**src/rtl/vga_pkg.sv**
```systemverilog
// vga_pkg: shared frame-buffer geometry, colour ids and address helpers
package vga_pkg;
    localparam int SPIXEL_X_WIDTH = 5;
    localparam int SPIXEL_Y_WIDTH = 5;
    localparam int SPIXEL_X_MAX   = 32;
    localparam int SPIXEL_Y_MAX   = 24;
    localparam int PIXEL_X_WIDTH  = 10;
    localparam int PIXEL_Y_WIDTH  = 9;
    localparam int PIXEL_X_MAX    = 640;
    localparam int PIXEL_Y_MAX    = 480;
    localparam int ADDR_WIDTH     = 19;
    localparam int COLOR_ID_WIDTH = 8;
    localparam int SP_W      = PIXEL_X_MAX / SPIXEL_X_MAX;
    localparam int SP_H      = PIXEL_Y_MAX / SPIXEL_Y_MAX;
    localparam int SP_PIXELS = SP_W * SP_H;
    localparam logic [COLOR_ID_WIDTH-1:0] COLOR_BG     = 8'hff;
    localparam logic [COLOR_ID_WIDTH-1:0] COLOR_SPRITE = 8'h0f;
    typedef enum logic [1:0] {IDLE, ISSUE, DRAIN, DONE} rsp_state_t;
    function automatic logic [ADDR_WIDTH-1:0] xy2addr(
        input logic [PIXEL_X_WIDTH-1:0] px,
        input logic [PIXEL_Y_WIDTH-1:0] py
    );
        return ADDR_WIDTH'(py) * ADDR_WIDTH'(PIXEL_X_MAX) + ADDR_WIDTH'(px);
    endfunction
    function automatic logic spixel_in_range(
        input logic [SPIXEL_X_WIDTH-1:0] sx,
        input logic [SPIXEL_Y_WIDTH-1:0] sy
    );
        return (int'(sx) < SPIXEL_X_MAX) && (int'(sy) < SPIXEL_Y_MAX);
    endfunction
endpackage

```
**src/rtl/read_superpixel_if.sv**
```systemverilog
// read_superpixel_if: request/result handshake plus the RAM read port of the superpixel reader
interface read_superpixel_if;
    import vga_pkg::*;
    logic [SPIXEL_X_WIDTH-1:0] x;
    logic [SPIXEL_Y_WIDTH-1:0] y;
    logic                      ireq;
    logic                      obusy;
    logic                      odone;
    logic [COLOR_ID_WIDTH-1:0] ocolor;
    logic                      ouniform;
    logic                      oerr;
    logic [ADDR_WIDTH-1:0]     oaddr;
    logic                      ordreq;
    logic [COLOR_ID_WIDTH-1:0] irdata;
    modport slave (
        input  x, y, ireq, irdata,
        output obusy, odone, ocolor, ouniform, oerr, oaddr, ordreq
    );
    modport master (
        output x, y, ireq, irdata,
        input  obusy, odone, ocolor, ouniform, oerr, oaddr, ordreq
    );
endinterface

```
**src/rtl/superpixel2pixel.sv**
```systemverilog
// superpixel2pixel: physical top-left and bottom-right corners of a logical superpixel
module superpixel2pixel
    import vga_pkg::*;
(
    input  logic [SPIXEL_X_WIDTH-1:0] sx,
    input  logic [SPIXEL_Y_WIDTH-1:0] sy,
    output logic [PIXEL_X_WIDTH-1:0]  tlx,
    output logic [PIXEL_X_WIDTH-1:0]  brx,
    output logic [PIXEL_Y_WIDTH-1:0]  tly,
    output logic [PIXEL_Y_WIDTH-1:0]  bry
);
    assign tlx = PIXEL_X_WIDTH'(sx) * PIXEL_X_WIDTH'(SP_W);
    assign tly = PIXEL_Y_WIDTH'(sy) * PIXEL_Y_WIDTH'(SP_H);
    assign brx = tlx + PIXEL_X_WIDTH'(SP_W - 1);
    assign bry = tly + PIXEL_Y_WIDTH'(SP_H - 1);
endmodule

```
**src/rtl/read_superpixel.sv**
```systemverilog
// read_superpixel: scans one superpixel tile from frame RAM, returning its colour and uniformity
module read_superpixel
    import vga_pkg::*;
#(
    parameter int RD_LATENCY = 2
) (
    input  logic             clk,
    input  logic             rst,
    read_superpixel_if.slave bus
);
    localparam int CNT_W = $clog2(SP_PIXELS + 1);
    localparam logic [RD_LATENCY-1:0] VLD_TOP = RD_LATENCY'(1) << (RD_LATENCY - 1);
    localparam logic [ADDR_WIDTH-1:0] ROW_STEP = ADDR_WIDTH'(PIXEL_X_MAX - (SP_W - 1));

    rsp_state_t state, state_nx;
    logic [SPIXEL_X_WIDTH-1:0] x_q;
    logic [SPIXEL_Y_WIDTH-1:0] y_q;
    logic [PIXEL_X_WIDTH-1:0]  px, tlx, brx;
    logic [PIXEL_Y_WIDTH-1:0]  py, tly, bry;
    logic [RD_LATENCY-1:0]     vld;
    logic [CNT_W-1:0]          ret_cnt;
    logic in_range, accept, row_end, last_px, rd_valid;

    // Corners come from the live request while idle so the first address is ready on the next cycle
    superpixel2pixel u_s2p (
        .sx (state == IDLE ? bus.x : x_q),
        .sy (state == IDLE ? bus.y : y_q),
        .tlx(tlx),
        .brx(brx),
        .tly(tly),
        .bry(bry)
    );

    assign in_range = spixel_in_range(bus.x, bus.y);
    assign accept   = state == IDLE && bus.ireq;
    assign row_end  = px == brx;
    assign last_px  = row_end && py == bry;
    assign rd_valid = vld[RD_LATENCY-1];

    always_ff @(posedge clk) state <= rst ? IDLE : state_nx;

    always_comb begin
        state_nx     = state;
        bus.obusy    = state == ISSUE || state == DRAIN;
        bus.ordreq   = state == ISSUE;
        bus.odone    = state == DONE;
        unique case (state)
            IDLE:    state_nx = bus.ireq ? (in_range ? ISSUE : DONE) : IDLE;
            ISSUE:   state_nx = last_px ? DRAIN : ISSUE;
            DRAIN:   state_nx = |(vld & ~VLD_TOP) ? DRAIN : DONE;
            default: state_nx = IDLE;
        endcase
    end

    always_ff @(posedge clk) begin
        if (rst) begin
            x_q          <= '0;
            y_q          <= '0;
            px           <= '0;
            py           <= '0;
            vld          <= '0;
            ret_cnt      <= '0;
            bus.oaddr    <= '0;
            bus.ocolor   <= '0;
            bus.ouniform <= 1'b0;
            bus.oerr     <= 1'b0;
        end else begin
            vld <= (vld << 1) | RD_LATENCY'(bus.ordreq);
            if (accept) begin
                bus.oerr <= !in_range;
                ret_cnt  <= '0;
            end
            if (accept && in_range) begin
                x_q       <= bus.x;
                y_q       <= bus.y;
                px        <= tlx;
                py        <= tly;
                bus.oaddr <= xy2addr(tlx, tly);
            end else if (state == ISSUE && !last_px) begin
                px        <= row_end ? tlx : px + PIXEL_X_WIDTH'(1);
                py        <= row_end ? py + PIXEL_Y_WIDTH'(1) : py;
                bus.oaddr <= bus.oaddr + (row_end ? ROW_STEP : ADDR_WIDTH'(1));
            end
            if (rd_valid) begin
                ret_cnt      <= ret_cnt + CNT_W'(1);
                bus.ocolor   <= ret_cnt == '0 ? bus.irdata : bus.ocolor;
                bus.ouniform <= ret_cnt == '0 ? 1'b1 : bus.ouniform && bus.irdata == bus.ocolor;
            end
        end
    end

    assert property (@(posedge clk) disable iff (rst)
        (state == DONE && !bus.oerr) |-> ret_cnt == CNT_W'(SP_PIXELS));
endmodule

```
**src/flat_wrapper.sv**
```systemverilog
// flat-port wrapper written by rule: the top's interface ports become plain ports
module read_superpixel_flat import vga_pkg::*;
#(
    parameter int RD_LATENCY = 2
)
  (clk, rst, bus_x, bus_y, bus_ireq, bus_irdata, bus_obusy, bus_odone, bus_ocolor, bus_ouniform, bus_oerr, bus_oaddr, bus_ordreq);
  read_superpixel_if bus_i ();
  input  logic clk;
  input  logic rst;
  input wire logic [$bits(bus_i.x)-1:0] bus_x;
  input wire logic [$bits(bus_i.y)-1:0] bus_y;
  input wire logic [$bits(bus_i.ireq)-1:0] bus_ireq;
  input wire logic [$bits(bus_i.irdata)-1:0] bus_irdata;
  output wire logic [$bits(bus_i.obusy)-1:0] bus_obusy;
  output wire logic [$bits(bus_i.odone)-1:0] bus_odone;
  output wire logic [$bits(bus_i.ocolor)-1:0] bus_ocolor;
  output wire logic [$bits(bus_i.ouniform)-1:0] bus_ouniform;
  output wire logic [$bits(bus_i.oerr)-1:0] bus_oerr;
  output wire logic [$bits(bus_i.oaddr)-1:0] bus_oaddr;
  output wire logic [$bits(bus_i.ordreq)-1:0] bus_ordreq;
  assign bus_i.x = bus_x;
  assign bus_i.y = bus_y;
  assign bus_i.ireq = bus_ireq;
  assign bus_i.irdata = bus_irdata;
  assign bus_obusy = bus_i.obusy;
  assign bus_odone = bus_i.odone;
  assign bus_ocolor = bus_i.ocolor;
  assign bus_ouniform = bus_i.ouniform;
  assign bus_oerr = bus_i.oerr;
  assign bus_oaddr = bus_i.oaddr;
  assign bus_ordreq = bus_i.ordreq;
  read_superpixel #(.RD_LATENCY(RD_LATENCY)) u_core (.clk(clk), .rst(rst), .bus(bus_i));
endmodule
```
**config.mk**
```make
export PLATFORM = sky130hd
export DESIGN_NAME = read_superpixel_flat
export DESIGN_NICKNAME = d
export VERILOG_FILES = /design/src/rtl/vga_pkg.sv /design/src/rtl/read_superpixel_if.sv /design/src/rtl/superpixel2pixel.sv /design/src/rtl/read_superpixel.sv /design/src/flat_wrapper.sv
export SDC_FILE = /design/constraint.sdc
export NUM_CORES = 1
export LEC_CHECK = 0
export BUFFER_PORTS_ARGS = -buffer_cell sky130_fd_sc_hd__buf_2
export CORE_MARGIN = 2
export CORE_UTILIZATION = 45
export CTS_CLUSTER_DIAMETER = 200
export DETAILED_ROUTE_END_ITERATION = 10
export MAX_ROUTING_LAYER = met4
export SETUP_SLACK_MARGIN = 0.3
export SLEW_MARGIN = 20
export SYNTH_ARGS = -nofsm -noshare
export SYNTH_HDL_FRONTEND = slang
export SYNTH_SLANG_ARGS = --single-unit
```
**constraint.sdc**
```tcl
create_clock -name clk -period 6.9 [get_ports clk]
set_clock_uncertainty 0.2 [all_clocks]
set_input_delay 0.345 -clock clk [delete_from_list [all_inputs] [get_ports clk]]
set_output_delay 0.345 -clock clk [all_outputs]
set_load 0.005 [all_outputs]
```
==> out/qor.yml <==
cts_root_buffer: "clkbuf_16"
n_antenna_cell: 0
peakVddDrop_mv: 0.142
vias: 4575
nNetsFinal: 708
synth_top_area_share_pct: 27.5
row_count: 39
r2r_start: "u_core.state[0]"
synthMostInstantiatedCell: "dfxtp_1"
gp_congestion: 0.871
timing.rr.end: "u_core.bus.oaddr[16]"
pre_cts_slack_ns: 0.755
dieArea_um2: 12400
slew_headroom_pct: 46.2
die_x_um: 111
rrSetupSlack_ns: 0.81
criticalPathCategory: "flop to flop"
reg2regPathDepth: 19
htree_levels: 3
maxCapViolations: 0
io_buffers: 52
setup_slack_ns: 0.814
hold_start: "bus_y[2]"
dp_hpwl_um: 9040
ys_seq_area_share_pct: 27.5
yosys-top-cells-count: "71 x dfxtp_1, 53 x nor2_1, 45 x nand2_1, 39 x ha_1, 38 x a21oi_1"
wl_um: 12700
cpPeakStageDelay_ns: 0.71
finalCriticalPeriod_ns: 6.09
p_leak_nw: 2.38
async_flop_share_pct: 0
crit_required_ns: 6.95
ys_ff_latch: 71
ios: 53
syn_avg_cell_area_um2: 8.52
cts_sinks: 71
grt_pass1_vias: 4325
worstPathArrival_ns: 6.14
post_cts_buffers: 0
hp-class: "input pin to flop"
rsz0062_at_grt: "no"
setup_viol: 0
synth_edf_count: 0
overflow: 0
hold_end: "u_core.y_q[2]"
cp-start-kind: "flop"
clockBufferDepth: 2
drc_errors: 0
core_um2: 11300
hold_depth: 3
antenna_found_initial: 0
fin_setup_tns_ns: 0
path_common_cell: "ha_1"
slew_violations: 0
start_util_pct: 45.7
outcome: "finished, final reports clean"
finalPower_mw: 1.49
cts_inserted_buffers: 9
synth_flop_cell: "dfxtp_1"
cts.clk_slew.worst_paths_ns: 0.06
crit_path_top_delay_cell: "fa_1"
ys.warnings.count: 0
crit_chain: "inv_1 > ha_1 > mux2i_1 > inv_1 > ha_1 > fa_1 > nand2_1 > or3_1 > a221oi_1 > o21ai_0 > a21oi_2 > ha_1 > a21o_1 > a21oi_1 > o21bai_1 > a21oi_1 > o21ba_2 > or4_1 > a311oi_1"
syn2layout_area_growth_pct: 10.6
grt_pass1_wl_um: 21200
fmax_mhz: 164
grt_max_degree: 73
ys_top_cells_by_area: "dfxtp_1 27%, ha_1 9.4%, xnor2_1 5.4%, nor2_1 3.8%, a21oi_1 3.7%"
ant_nets: 0
synthCells: 607
wl_per_cell_um: 16.0
drive_gt1_share_pct: 16.9
first_pass_iters: 4
post-route-util_pct: 50.6
max_slew.worst_pin.slew_ns: 0.808
worst_setup_path_end_kind: "flop"
worstPathMaxFanout: 10
hold_buffers: 0
cts_tree: "done"
grtUsageTotal_pct: 21.3
ys_types: 74
power_density_nw_per_um2: 260
syn_area_um2: 5170
synth_nets: 670
hold_viol: 0
post-route-period-util_pct: 88.2
die_h_um: 111
clock_latency_ns: 0.35
drt_first_iter_violations: 307
synth_top_area_cell: "dfxtp_1"
viasPerCell: 5.77
-- cell type report --
cell class / instances / area (um2)
Timing Repair Buffer: 57 / 298
Inverter: 28 / 105
Multi-Input combinational cell: 478 / 3440
Fill cell: 1101 / 5600
Sequential cell: 71 / 1420
Tap cell: 143 / 179
Clock buffer: 9 / 225
Clock inverter: 7 / 56.3
-- worst max-delay path by stage --
| stage | from | to | cells past startpoint |
|---|---|---|---|
| after floorplan | u_core.state[0] | u_core.bus.oaddr[16] | 20 |
| after global placement | u_core.state[0] | u_core.bus.oaddr[14] | 19 |
| after detailed placement | u_core.state[0] | u_core.bus.oaddr[16] | 19 |
| after CTS | u_core.state[0] | u_core.bus.oaddr[16] | 19 |
| after global routing | u_core.state[0] | u_core.bus.oaddr[16] | 19 |
| final | u_core.state[0] | u_core.bus.oaddr[16] | 19 |
-- placed cells by master, fill, tap and decap left out, types with 8 or more instances in the layout --
master	instances
a31oi_1	13
nand2_1	45
ha_1	39
buf_2	52
nor3_1	12
nand4_1	9
or4_1	12
nor2_1	53
o31ai_1	10
and3_1	8
a21o_1	11
a311oi_1	13
a21oi_1	36
or3_1	9
xnor2_1	32
mux2i_1	18
o21ai_0	14
dfxtp_1	71
nand3_1	34
clkbuf_16	9
inv_1	28
xor2_1	15
-- state kept, by name, indices dropped and copies added (netlist names) --
signal	count
u_core.y_q	5
u_core.ret_cnt	9
u_core.bus.oaddr	19
u_core.bus.ouniform	1
u_core.x_q	5
u_core.state	2
u_core.vld	2
u_core.py	9
u_core.bus.ocolor	8
u_core.px	10
u_core.bus.oerr	1
-- worst max-delay path: cells and delay by family (launching register included) --
family	cells	cell delay, ns
fa+ha+maj	4	1.70
compound gates	9	2.05
simple gates	3	0.94
buf+inv	2	0.24
mux	1	0.49
flops	1	0.33
-- through the flow --
step                      hold WS, ns  area, um2  cells
after floorplan                 0.229       5170    607
after global placement          0.239       5440    777
after detailed placement        0.247       5440    777
after CTS                      0.0345       5720    793
after global routing           0.0478       5720    793
final                          0.0454       5720    793
-- repair_timing --
item | CTS | global route
resized for setup | 0 | 1
endpoints found under the hold margin | 0 | 0
endpoints found under the setup margin | 0 | 4
-- cells by family after synthesis --
family          Yosys count  share of synthesized area [%]
xor+xnor                 48                           8.27
mux                      25                           5.27
fa+ha+maj                42                           10.6
simple gates            216                           21.8
buf+inv                  58                           6.19
flops                    71                           27.5
compound gates          147                           20.4
-- layer usage --
metal	wire length (um)	up-vias	global-route usage (%)	part of all wire [%]
met1	6120	2151	28.2	48
met5	0	-	-	0
met3	515	14	4.05	4.1
met2	5850	95	32.6	46
met4	184	0	7.33	1.5
li1	-	2315	-	-
-- where the power goes --
group / leakage, nW / switching, mW / total (mW) / internal (mW)
clock network: 0.136 / 0.198 / 0.445 / 0.247
registers: 0.580 / 0.0378 / 0.481 / 0.443
logic: 1.66 / 0.327 / 0.564 / 0.237
Power figures use the tool's default switching activity.
